==> config.mk <==
export PLATFORM = sky130hd
export DESIGN_NAME = regfile_access_ctrl
export DESIGN_NICKNAME = d
export VERILOG_FILES = /design/src/rtl/regfile_pkg.sv /design/src/rtl/rf_scoreboard.sv /design/src/rtl/regfile_access_ctrl.sv
export SDC_FILE = /design/constraint.sdc
export NUM_CORES = 1
export LEC_CHECK = 0
export BUFFER_PORTS_ARGS = -buffer_cell sky130_fd_sc_hd__buf_2
export CORE_AREA = 2 2 106 67
export CTS_CLUSTER_DIAMETER = 30
export CTS_CLUSTER_SIZE = 20
export DETAILED_ROUTE_END_ITERATION = 12
export DIE_AREA = 0 0 108 69
export HOLD_SLACK_MARGIN = 0.15
export PLACE_DENSITY_LB_ADDON = 0.08
export SLEW_MARGIN = 20
export SYNTH_ARGS = -nofsm -noshare
export SYNTH_HDL_FRONTEND = slang
export SYNTH_SLANG_ARGS = --single-unit
==> constraint.sdc <==
create_clock -name CLK -period 2.45 [get_ports CLK]
set_input_delay 0.245 -clock CLK [delete_from_list [all_inputs] [get_ports CLK]]
set_output_delay 0.245 -clock CLK [all_outputs]
set_load 0.03 [all_outputs]
==> src/rtl/regfile_pkg.sv <==
// Shared constants and output-slot state encoding for the register-file access controller.
package regfile_pkg;

    localparam int unsigned DATA_W   = 8;
    localparam int unsigned ADDR_W   = 3;
    localparam int unsigned STALL_W  = 8;
    localparam int unsigned NREG     = 8;
    localparam int unsigned REG_ZERO = 0;

    typedef enum logic {
        SLOT_EMPTY = 1'b0,
        SLOT_FULL  = 1'b1
    } slot_state_t;

endpackage

==> src/rtl/rf_scoreboard.sv <==
// Busy bits for in-flight destination registers; lookups see a same-cycle writeback as already retired.
module rf_scoreboard
    import regfile_pkg::*;
#(
    parameter int unsigned AW = ADDR_W
) (
    input  logic          clk,
    input  logic          rst_n,
    input  logic          set_en,
    input  logic [AW-1:0] set_addr,
    input  logic          clr_en,
    input  logic [AW-1:0] clr_addr,
    input  logic [AW-1:0] addr_a,
    input  logic [AW-1:0] addr_b,
    input  logic [AW-1:0] addr_c,
    output logic          eff_a,
    output logic          eff_b,
    output logic          eff_c,
    output logic          busy_clr
);

    localparam int unsigned N = 1 << AW;

    logic [N-1:0] busy;
    logic [N-1:0] busy_eff;
    logic [N-1:0] busy_nxt;

    always_comb begin
        busy_eff = busy;
        if (clr_en) busy_eff[clr_addr] = 1'b0;
    end

    // Clear is folded into busy_eff first, so a set to the same register wins.
    always_comb begin
        busy_nxt = busy_eff;
        if (set_en) busy_nxt[set_addr] = 1'b1;
        busy_nxt[REG_ZERO] = 1'b0;
    end

    always_ff @(posedge clk or negedge rst_n) begin
        if (!rst_n) busy <= '0;
        else        busy <= busy_nxt;
    end

    assign eff_a    = busy_eff[addr_a];
    assign eff_b    = busy_eff[addr_b];
    assign eff_c    = busy_eff[addr_c];
    assign busy_clr = busy[clr_addr];

endmodule

==> src/rtl/regfile_access_ctrl.sv <==
// Issue-side controller for the 8x8 register file: operand capture with forwarding,
// RAW/WAW hazard stalls via a busy scoreboard, and writeback port steering.
module regfile_access_ctrl
    import regfile_pkg::*;
#(
    parameter int unsigned DW = DATA_W,
    parameter int unsigned AW = ADDR_W,
    parameter int unsigned CW = STALL_W
) (
    input  logic          CLK,
    input  logic          RST_N,
    input  logic          REQ_VALID,
    output logic          REQ_READY,
    input  logic [AW-1:0] REQ_RS1,
    input  logic [AW-1:0] REQ_RS2,
    input  logic [AW-1:0] REQ_RD,
    input  logic          REQ_WR,
    output logic          OP_VALID,
    input  logic          OP_READY,
    output logic [DW-1:0] OP_A,
    output logic [DW-1:0] OP_B,
    output logic [AW-1:0] OP_RD,
    output logic          OP_WR,
    input  logic          WB_VALID,
    input  logic [AW-1:0] WB_RD,
    input  logic [DW-1:0] WB_DATA,
    output logic [AW-1:0] RF_RA1,
    output logic [AW-1:0] RF_RA2,
    input  logic [DW-1:0] RF_RD1,
    input  logic [DW-1:0] RF_RD2,
    output logic          RF_WE,
    output logic [AW-1:0] RF_WA,
    output logic [DW-1:0] RF_WD,
    output logic          WB_ERR,
    output logic [CW-1:0] STALL_CNT
);

    slot_state_t   state;
    logic          busy_rs1, busy_rs2, busy_rd, busy_wb;
    logic          hazard, slot_free, accept, stall, wb_spurious;
    logic          fwd1, fwd2;
    logic [DW-1:0] opnd_a, opnd_b;

    rf_scoreboard #(.AW(AW)) u_sb (
        .clk      (CLK),
        .rst_n    (RST_N),
        .set_en   (accept && REQ_WR && (REQ_RD != '0)),
        .set_addr (REQ_RD),
        .clr_en   (WB_VALID),
        .clr_addr (WB_RD),
        .addr_a   (REQ_RS1),
        .addr_b   (REQ_RS2),
        .addr_c   (REQ_RD),
        .eff_a    (busy_rs1),
        .eff_b    (busy_rs2),
        .eff_c    (busy_rd),
        .busy_clr (busy_wb)
    );

    assign RF_RA1 = REQ_RS1;
    assign RF_RA2 = REQ_RS2;
    assign RF_WE  = WB_VALID && (WB_RD != '0);
    assign RF_WA  = WB_RD;
    assign RF_WD  = WB_DATA;

    assign OP_VALID    = (state == SLOT_FULL);
    assign slot_free   = !OP_VALID || OP_READY;
    assign hazard      = REQ_VALID && (busy_rs1 || busy_rs2 || (REQ_WR && busy_rd));
    assign REQ_READY   = slot_free && !hazard;
    assign accept      = REQ_VALID && REQ_READY;
    assign stall       = REQ_VALID && slot_free && hazard;
    assign wb_spurious = WB_VALID && (WB_RD != '0) && !busy_wb;

    // Same-cycle writeback bypasses the register file; R0 never forwards.
    always_comb begin
        fwd1   = WB_VALID && (WB_RD == REQ_RS1) && (REQ_RS1 != '0);
        fwd2   = WB_VALID && (WB_RD == REQ_RS2) && (REQ_RS2 != '0);
        opnd_a = fwd1 ? WB_DATA : ((REQ_RS1 == '0) ? '0 : RF_RD1);
        opnd_b = fwd2 ? WB_DATA : ((REQ_RS2 == '0) ? '0 : RF_RD2);
    end

    always_ff @(posedge CLK or negedge RST_N) begin
        if (!RST_N) begin
            state     <= SLOT_EMPTY;
            OP_A      <= '0;
            OP_B      <= '0;
            OP_RD     <= '0;
            OP_WR     <= 1'b0;
            WB_ERR    <= 1'b0;
            STALL_CNT <= '0;
        end else begin
            case (state)
                SLOT_EMPTY: if (accept) state <= SLOT_FULL;
                SLOT_FULL:  if (!accept && OP_READY) state <= SLOT_EMPTY;
            endcase
            if (accept) begin
                OP_A  <= opnd_a;
                OP_B  <= opnd_b;
                OP_RD <= REQ_RD;
                OP_WR <= REQ_WR;
            end
            if (wb_spurious) WB_ERR <= 1'b1;
            if (stall && (STALL_CNT != '1)) STALL_CNT <= STALL_CNT + CW'(1);
        end
    end

endmodule

==> flow_metrics.env, run 1 <==
export IMPL_tightest_slew_ns=0.8507
export IMPL_htreeDepth=2
export IMPL_io_pins=91
export IMPL_power_leakage_nw=1.482
export IMPL_syn_nets=301
export IMPL_grt_overflow_total=0
export IMPL_cts_path_max_buffers=2
export IMPL_ys_types=52
export IMPL_cp_end_kind="primary output"
export IMPL_combPwrFrac_pct=46.2
export IMPL_power_density_nw_per_um2=933.9
export IMPL_clock_latency_ns=0.29
export IMPL_firstDrtPassIters=6
export IMPL_drive_above_1_share_pct=42.04
export IMPL_dp_hpwl_mm=4.913
export IMPL_antennaDiodeCount=0
export IMPL_layout_nets=376
export IMPL_fmax_ghz=0.4317
export IMPL_vias=2156
export IMPL_finalCritPeriodShare_pct=94.55
export IMPL_crit_fanout=8
export IMPL_vdd_drop_max_mv=0.3873
export IMPL_route_detailed_drc=0
export IMPL_fp_row_count=23
export IMPL_final_cells=420
export IMPL_maxCapViolCount=0
export IMPL_die_x_um=108
export IMPL_io_buffers=90
export IMPL_drv_slew=0
export IMPL_yosys_warnings=0
export IMPL_pre_cts_ws_ns=0.1365
export IMPL_pwr_share_clk_pct=18.5
export IMPL_async_flop_share_pct=100.0
export IMPL_hold_class="in2reg"
export IMPL_antenna_found_initial=0
export IMPL_grt_pass1_vias=1966
export IMPL_finalHoldViolCount=0
export IMPL_synth_edff_count=0
export IMPL_critPathLaunchType="flop"
export IMPL_detail_route_antenna_nets=0
export IMPL_gp_congestion=0.8098
export IMPL_grt_usage_pct=17.83
export IMPL_finalSetupTns_ns=0
export IMPL_use_met1_pct=28.34
export IMPL_placed_area_um2=2908
export IMPL_slew_headroom_pct=43.29
export IMPL_p_sw_mw=1.201
export IMPL_core_um2=6475
export IMPL_grt_util_met2_pct=22.78
export IMPL_stdcell_area_um2=3044
export IMPL_syn_area_um2=2514
export IMPL_routed_wl_mm=6.646
export IMPL_cts_tree="done"
export IMPL_pwr_share_seq_pct=35.4
export IMPL_intPower_mw=1.642
export IMPL_clk_pin_slew_worst_paths_ns=0.08
export IMPL_status="finished clean"
export IMPL_grt_max_degree=38
export IMPL_syn2layout_area_growth_pct=21.11
export IMPL_synth_flop_cell="dfrtp_1"
export IMPL_power_total_mw=2.843
export IMPL_rsz0062_at_grt="false"
export IMPL_drt_iter0_drc=128
export IMPL_cts_sinks=37
export IMPL_grt_met3_usage_pct=5.866
export IMPL_via_per_inst=5.133
export IMPL_die_h_um=69
export IMPL_routedWlPerCell_um=15.82
export IMPL_synth_seq_cells=37
export IMPL_ctsRootBufferMaster="clkbuf_8"
export IMPL_finClkSkew_ns=0.007285
export IMPL_initial_core_util_pct=38.82
export IMPL_synth_seq_area_share_pct=36.83
export IMPL_arrival_ns=2.07
export IMPL_critical_path_class="reg2out"
export IMPL_busiest_layer="met1"
export IMPL_crit_required_ns=2.20
export IMPL_synthCells=258
export IMPL_worst_slack_ns=0.1334
export IMPL_synth_area_per_cell_um2=9.743
export IMPL_place_inst=410
export IMPL_numCtsBuffers=5
export IMPL_grt_pass1_wl_mm=10.36
export IMPL_period_needed_ns=2.317
export IMPL_swShare_pct=42.24
export IMPL_setup_viol=0
export IMPL_dieArea_um2=7452
==> power groups by stage <==
stage | clock network (mW) | logic (mW) | registers [mW]
floorplan | 0 | 0.550 | 1.37
CTS | 0.539 | 1.30 | 1.01
global route | 0.566 | 1.40 | 1.04
finish | 0.525 | 1.31 | 1.01
global placement | 0 | 1.29 | 1.02
detailed placement | 0 | 1.30 | 1.01
==> stage by stage <==
| stage | hold slack, ns | utilization (%) |
|---|---|---|
| CTS | 0.2346 | 46.67 |
| global route | 0.2601 | 47.01 |
| global placement | 0.4030 | 44.91 |
| finish | 0.2385 | 47.01 |
| detailed placement | 0.4098 | 44.91 |
| floorplan | -0.05059 | - |
==> layout make-up <==
cell class	count	area (um^2)
repair buffers	101	550.5
well taps	87	108.9
flip-flops and latches	37	927.1
clock inverters	2	35.03
clock buffers	5	68.82
fillers	645	3431
multi-input cells	181	1328
inverters	7	26.28
==> critical path, stage by stage, from the launching register on <==
cell and delay, ns:
dfrtp_2 0.43, nor2b_1 0.14, a32oi_1 0.18, a2bb2oi_2 0.18, nand4_1 0.12, a41o_2 0.26, buf_4 0.17, a21boi_2 0.13
buf_4 0.16
==> synth_stat cells, types with 2 or more instances <==
cell type   n  area share (%)
nand4b_1    6             2.1
inv_1       7             1.0
nor2b_1     4             1.0
nand3_1     7             1.4
xor2_1      5             1.7
o21bai_1    2            0.60
o41ai_2     2             1.3
dfrtp_1    37              37
xnor2_1     5             1.7
buf_6       4             1.8
o2111ai_1   2            0.70
a21oi_1     3            0.60
a2111oi_2   2             1.2
o21ai_0    20             4.0
o31ai_1     2            0.60
nand3b_1    3            0.90
nand4_1     7             1.7
buf_1       2            0.30
nand2_1    46             6.9
and4b_1     2            0.80
o32ai_1     4             1.4
mux2i_1     2            0.80
clkbuf_1    6            0.90
buf_4      19             5.7
mux2_4     12             7.2
and3_1      7             1.7
mux2_2     10             4.5
and4bb_1    2             1.0
nor2_1      5            0.75
==> per-layer routing <==
layer	vias to the layer above	wire [um]
met3	9	611
met5	-	0
met2	102	2525
met1	979	3449
met4	0	59
li1	1066	-
==> registers in the layout, summed over array words and instances, names as in the netlist <==
signal     count
OP_VALID       1
OP_B           8
OP_A           8
OP_RD          3
WB_ERR         1
STALL_CNT      8
u_sb.busy      7
OP_WR          1
==> final timing paths <==
path | start | to | slack, ns | depth (start not counted)
setup / recovery | u_sb.busy[5] | REQ_READY | 0.13 | 8
hold / removal | OP_READY | OP_VALID | 0.24 | 3
setup reg to reg | u_sb.busy[5] | OP_B[1] | 0.30 | 8
hold reg to reg | WB_ERR | WB_ERR | 0.48 | 1
max in group asynchronous | RST_N | u_sb.busy[5] | 1.28 | 2
min in group asynchronous | RST_N | u_sb.busy[1] | 0.59 | 2
==> cell usage in the layout, fill, tap and decap left out, types with 2 or more instances in the layout <==
master and instances:
a2111oi_2 2, a21oi_1 3, and3_1 7, and4b_1 2, and4bb_1 2, buf_2 89
buf_4 10, clkbuf_8 5, dfrtp_1 36, inv_1 7, mux2_2 10, mux2_4 12
mux2i_1 2, nand2_1 46, nand3_1 7, nand3b_1 3, nand4_1 7, nand4b_1 6
nor2_1 5, nor2b_1 4, o2111ai_1 2, o21ai_0 20, o21bai_1 2, o31ai_1 2
o32ai_1 4, o41ai_2 2, xnor2_1 5, xor2_1 5
==> repair_timing <==
action / CTS / global route
hold endpoints to repair: 37 / 0
buffers inserted: 0 / 2
hold buffers: 1 / 0
resized for setup: 0 / 4
setup endpoints to repair: 0 / 1
==> kinds of logic after synthesis <==
logic type / synth area share (%)
AO/OA/AOI/OAI: 14.98
buffers and inverters: 10.50
multiplexers: 12.44
AND/OR/NAND/NOR: 21.25
XOR/XNOR: 3.484
flip-flops: 36.83
adder cells (fa/ha/maj): 0.4977
Note: power is estimated with default switching activity, not from simulation.
==> inputs of run 2 (changes only) <==
- CORE_AREA: 2 2 106 67 -> 2 2 103 65
- DIE_AREA: 0 0 108 69 -> 0 0 105 67
- SYNTH_HIERARCHICAL: unset -> 1
==> flow_metrics.env, run 2 <==
export IMPL_status="finished with violations"
export IMPL_violations="negative setup slack"
export IMPL_routedLengthMet1_mm=3.622
export IMPL_power_leakage_nw=1.573
export IMPL_syn2layout_area_growth_pct=34.40
export IMPL_detail_route_antenna_nets=0
export IMPL_io_pins=91
export IMPL_syn_area_um2=2390
export IMPL_stdcell_area_um2=3212
export IMPL_layout_nets=418
export IMPL_firstDrtPassIters=4
export IMPL_setup_viol=4
export IMPL_synth_area_per_cell_um2=8.659
export IMPL_finalCritPeriodShare_pct=100.9
export IMPL_yosys_area_top_type="dfrtp_1"
export IMPL_drive_above_1_share_pct=41.22
export IMPL_hold_class="in2reg"
export IMPL_yosys_warnings=6
export IMPL_initial_core_util_pct=39.82
export IMPL_power_density_nw_per_um2=819.1
export IMPL_antennaDiodeCount=0
export IMPL_worst_slack_ns=-0.02302
export IMPL_cts_path_max_buffers=2
export IMPL_synth_seq_area_share_pct=38.74
export IMPL_critical_path_class="reg2reg"
export IMPL_tightest_slew_ns=0.8207
export IMPL_wl_met2_mm=2.762
export IMPL_finalHoldViolCount=0
export IMPL_slew_headroom_pct=45.29
export IMPL_routed_wl_mm=6.930
export IMPL_dieArea_um2=7035
export IMPL_layout_common_cells="buf_2, nand2_1, dfrtp_1"
export IMPL_place_inst=451
export IMPL_via_per_inst=5.189
export IMPL_fp_row_count=22
export IMPL_met3_wirelength_um=487
export IMPL_async_flop_share_pct=100.0
export IMPL_final_common_cell="buf_2"
export IMPL_critPathLaunchType="flop"
export IMPL_top_regs="OP_A: 8 flops, OP_B: 8 flops, STALL_CNT: 8 flops"
export IMPL_drt_iter0_drc=157
export IMPL_synthTopCellsByArea="dfrtp_1, nand2_1, buf_4"
export IMPL_route_detailed_drc=0
export IMPL_crit_required_ns=2.65
export IMPL_grt_pass1_vias=2128
export IMPL_pre_cts_ws_ns=-0.3996
export IMPL_top_layer_used="met4"
export IMPL_drv_slew=0
export IMPL_grt_overflow_total=0
export IMPL_clock_latency_ns=0.29
export IMPL_vdd_drop_max_mv=0.4223
export IMPL_final_cells=460
export IMPL_min_from="RF_RD1[2]"
export IMPL_cts_tree="done"
export IMPL_cts_sinks=37
export IMPL_rsz0062_at_grt="true"
export IMPL_grt_max_degree=38
export IMPL_placed_area_um2=3002
export IMPL_gp_congestion=0.8645
export IMPL_synth_edff_count=0
export IMPL_r2r_start="u_sb/busy[2]"
export IMPL_arrival_ns=2.68
export IMPL_num_fill_cells=613
export IMPL_routedWlPerCell_um=15.07
export IMPL_die_h_um=67
export IMPL_register_area_um2=927.1
export IMPL_ys_types=51
export IMPL_synthCells=276
export IMPL_antenna_found_initial=0
export IMPL_clk_pin_slew_worst_paths_ns=0.08
export IMPL_die_x_um=105
export IMPL_maxCapViolCount=0
export IMPL_synth_most_common_cell="nand2_1"
export IMPL_vias=2387
export IMPL_power_total_mw=2.631
export IMPL_final_util_pct=53.52
export IMPL_finClkSkew_ns=0.003080
export IMPL_period_needed_ns=2.473
export IMPL_io_buffers=90
export IMPL_grt_usage_pct=20.48
export IMPL_cp_startpoint="u_sb/busy[2]"
export IMPL_grt_pass1_wl_mm=11.07
export IMPL_multi_input_area_um2=1295
export IMPL_numCtsBuffers=5
export IMPL_synth_seq_cells=37
export IMPL_core_um2=6001
export IMPL_cp_end_kind="flop"
export IMPL_syn_nets=319
export IMPL_fmax_ghz=0.4044
export IMPL_dp_hpwl_mm=5.415
export IMPL_synth_top_area_share_pct=38.74
export IMPL_crit_fanout=8
export IMPL_netlist_top_cells_count="nand2_1, dfrtp_1, inv_1, buf_4, nor3_1"
export IMPL_htreeDepth=2
export IMPL_ctsRootBufferMaster="clkbuf_8"
export IMPL_synth_flop_cell="dfrtp_1"
## run 2: cell count changes after synthesis, sizes merged, moves of 6 or more
cell / before / now
mux2: 22 / 2
inv: 7 / 23
nor3: 0 / 14
o21ai: 20 / 6
o221ai: 0 / 11
buf: 27 / 19
nand2: 46 / 54
a32oi: 1 / 8
o31ai: 2 / 9
and3: 7 / 1
nand4: 8 / 2
## run 2: layer usage
metal | GRT usage (%) | vias up
met4 | 4.500 | 0
met2 | 28.73 | 76
li1 | - | 1178
met3 | 5.382 | 5
met1 | 30.95 | 1128
met5 | 0 | -
## run 2: area by class of cell
class	instances	share of cell area (%)
well taps	84	3.272
repair buffers	121	22.17
inverters	23	2.688
clock inverters	3	0.5454
flip-flops and latches	37	28.87
clock buffers	5	2.143
multi-input cells	187	40.32
## run 2: kinds of logic (layout without fill, tap and decap cells)
group           after synthesis  count (layout)  synth area share, %
mux                           3               3                1.885
fa+ha+maj                     1               1               0.5235
flops                        37              37                38.74
buf+inv                      52             152                11.20
simple gates                112             112                23.51
xor+xnor                     11              11                4.032
compound gates               60              60                20.10
## run 2: power by group
part	switching (mW)	total, mW	internal (mW)	leakage [nW]
Combinational	0.793	1.23	0.437	1.06
Clock	0.233	0.430	0.196	0.0439
Sequential	0.166	0.971	0.805	0.466
Total	1.19	2.63	1.44	1.57
## run 2: final timing paths
| kind | endpoint | slack (ns) | depth (start not counted) |
|---|---|---|---|
| min in group asynchronous | OP_A[1] | 0.58 | 2 |
| max | OP_B[1] | -0.02 | 8 |
| max reg2reg | OP_B[1] | -0.02 | 8 |
| max in group asynchronous | u_sb/busy[3] | 1.30 | 2 |
| min | OP_A[2] | 0.18 | 3 |
| min reg2reg | WB_ERR | 0.45 | 1 |
## run 2: timing repair
action | in CTS | in global routing
hold buffers | 1 | 0
hold endpoints to repair | 37 | 0
resized for setup | 5 | 20
setup buffers | 0 | 0
gates cloned | 0 | 0
pin swaps | 0 | 4
setup endpoints to repair | 9 | 24
## run 2: metrics by stage
stage	TNS (ns)	hold slack [ns]
floorplan	-1.090	-0.05059
CTS	-0.04029	0.1728
global placement	-4.984	0.3990
detailed placement	-6.276	0.3909
finish	-0.03362	0.1795
global route	-0.6238	0.1861
## run 2: worst max-delay path, stage by stage, from the launching register on
cell and delay, ns:
dfrtp_1 0.39, inv_2 0.07, a31oi_4 0.04, and3b_1 0.19, o311a_1 0.30, a211o_1 0.29
or3b_4 0.38, or4_4 0.50, o221ai_1 0.22
==> inputs of run 3 (changes only) <==
- ABC_AREA: unset -> 1
- CORE_AREA: 2 2 103 65 -> 2 2 107 68
- DIE_AREA: 0 0 105 67 -> 0 0 109 70
==> flow_metrics.env, run 3 <==
export IMPL_status="finished clean"
export IMPL_cts_sinks=37
export IMPL_clock_latency_ns=0.29
export IMPL_critPathLaunchType="input pin"
export IMPL_p_sw_mw=1.037
export IMPL_stdcell_area_um2=3148
export IMPL_register_area_um2=925.9
export IMPL_r2r_start="u_sb/busy[5]"
export IMPL_crit_fanout=9
export IMPL_cp_end_kind="flop"
export IMPL_clk_pin_slew_worst_paths_ns=0.09
export IMPL_io_buffers=90
export IMPL_hold_class="in2reg"
export IMPL_grt_pass1_wl_mm=11.39
export IMPL_grt_usage_pct=19.07
export IMPL_pre_cts_ws_ns=0.05955
export IMPL_hold_path_endpoint="OP_WR"
export IMPL_syn_area_um2=2577
export IMPL_initial_core_util_pct=37.81
export IMPL_placed_area_um2=2990
export IMPL_combPwrFrac_pct=37.7
export IMPL_cts_tree="done"
export IMPL_worst_slack_ns=0.3642
export IMPL_drive_above_1_share_pct=26.06
export IMPL_num_fill_cells=731
export IMPL_synth_most_common_cell="nand2_1"
export IMPL_netlist_top_cells_count="nand2_1, nand3_1, inv_1, dfrtp_1, nor2_1"
export IMPL_power_density_nw_per_um2=793.5
export IMPL_rr_endpoint="u_sb/busy[4]"
export IMPL_vias=2671
export IMPL_numCtsBuffers=5
export IMPL_fmax_ghz=0.4794
export IMPL_multi_input_area_um2=1299
export IMPL_arrival_ns=2.29
export IMPL_final_cells=563
export IMPL_syn_nets=434
export IMPL_whs_ns=0.2431
export IMPL_synthTopCellsByArea="dfrtp_1, nand2_1, nand3_1"
export IMPL_setup_viol=0
export IMPL_htreeDepth=2
export IMPL_ys_types=26
export IMPL_final_util_pct=46.18
export IMPL_whs_path_depth=3
export IMPL_finalHoldViolCount=0
export IMPL_layout_nets=514
export IMPL_min_from="REQ_WR"
export IMPL_tightest_slew_ns=0.8843
export IMPL_slew_headroom_pct=41.04
export IMPL_drt_iter0_drc=165
export IMPL_final_common_cell="nand2_1"
export IMPL_synth_top_area_share_pct=35.92
export IMPL_crit_required_ns=2.66
export IMPL_grt_overflow_total=0
export IMPL_io_pins=91
export IMPL_vdd_drop_max_mv=0.4376
export IMPL_dp_hpwl_mm=5.609
export IMPL_synth_edff_count=0
export IMPL_power_total_mw=2.498
export IMPL_gp_congestion=0.9406
export IMPL_pwr_share_seq_pct=35.9
export IMPL_dieArea_um2=7630
export IMPL_synth_seq_area_share_pct=35.92
export IMPL_detail_route_antenna_nets=0
export IMPL_cts_path_max_buffers=2
export IMPL_via_per_inst=4.744
export IMPL_finClkSkew_ns=0.004930
export IMPL_syn2layout_area_growth_pct=22.14
export IMPL_swShare_pct=41.51
export IMPL_postCtsHoldBufs=2
export IMPL_synth_area_per_cell_um2=6.592
export IMPL_yosys_area_top_type="dfrtp_1"
export IMPL_cts_setup_buffers=0
export IMPL_antennaDiodeCount=0
export IMPL_yosys_warnings=6
export IMPL_die_x_um=109
export IMPL_drv_slew=0
export IMPL_cts_resized_gates=0
export IMPL_rsz0062_at_grt="false"
export IMPL_synth_flop_cell="dfrtp_1"
export IMPL_core_um2=6817
export IMPL_r2r_setup_slack_ns=0.38
export IMPL_grt_pass1_vias=2435
export IMPL_routed_wl_mm=7.194
export IMPL_grt_max_degree=38
export IMPL_intPower_mw=1.461
export IMPL_finalSetupTns_ns=0
export IMPL_die_h_um=70
export IMPL_maxCapViolCount=0
export IMPL_async_flop_share_pct=100.0
export IMPL_place_inst=553
export IMPL_critical_path_class="in2reg"
export IMPL_firstDrtPassIters=4
export IMPL_top_regs="OP_A: 8 flops, OP_B: 8 flops, STALL_CNT: 8 flops"
export IMPL_ctsRootBufferMaster="clkbuf_8"
export IMPL_power_leakage_nw=1.839
export IMPL_pwr_share_clk_pct=26.4
export IMPL_fp_row_count=24
export IMPL_layout_common_cells="nand2_1, buf_2, nand3_1"
export IMPL_synth_seq_cells=37
export IMPL_routedWlPerCell_um=12.78
export IMPL_r2r_cells=13
export IMPL_antenna_found_initial=0
export IMPL_synthCells=391
export IMPL_route_detailed_drc=0
export IMPL_finalCritPeriodShare_pct=85.13
export IMPL_period_needed_ns=2.086
run 3: area by class of cell:
class,instances,area share (%)
multi-input cells,284,41.26
flip-flops and latches,37,29.41
repair buffers,94,15.42
inverters,49,5.922
well taps,91,3.617
clock buffers,5,2.186
clock inverters,3,2.186
run 3: metal layers:
metal / routed length, um / track usage (%)
met5: 0 / 0
met4: 25 / 3.134
met3: 565 / 4.202
met2: 2905 / 28.16
met1: 3697 / 28.83
run 3: kinds of logic (layout without fill, tap and decap cells):
logic type,Yosys count,after routing,share of synthesized area [%]
buffers and inverters,70,151,13.69
and+or+nand+nor,253,253,42.14
xor gates and xnor gates,7,7,2.379
DFF,37,37,35.92
adders and majority gates,1,1,0.4854
AOI/OAI and AO/OA,23,23,5.389
run 3: how the worst max path moves through the flow:
| stage | startpoint | to | slack (ns) | depth (start not counted) |
|---|---|---|---|---|
| 6_report | WB_RD[1] | u_sb/busy[4] | 0.36 | 17 |
| 5_1_grt | WB_RD[2] | u_sb/busy[4] | 0.10 | 17 |
| 4_1_cts | u_sb/busy[5] | u_sb/busy[4] | 0.35 | 13 |
| 3_5_place_dp | WB_RD[2] | u_sb/busy[4] | 0.06 | 17 |
| 3_3_place_gp | WB_RD[1] | u_sb/busy[4] | 0.13 | 17 |
| 2_1_floorplan | WB_RD[2] | u_sb/busy[2] | 0.41 | 16 |
run 3: power groups by stage:
stage               registers, mW  logic, mW  clock network, mW
finish                      0.897      0.941              0.661
floorplan                    1.16      0.398                  0
global route                0.926       1.04              0.703
global placement            0.910      0.938                  0
detailed placement          0.909      0.948                  0
CTS                         0.900      0.951              0.680
run 3: worst max-delay path, stage by stage:
cell	delay, ns
buf_2	0.17
inv_2	0.05
nor2_2	0.15
nand2_1	0.16
nand3_1	0.10
nand2_1	0.05
nand2_1	0.07
nand2_1	0.05
nand2_1	0.06
inv_1	0.04
nor2_2	0.11
nand2_2	0.09
nor3b_4	0.18
nand2_1	0.11
a31oi_1	0.30
nand3_1	0.17
o21ai_0	0.20
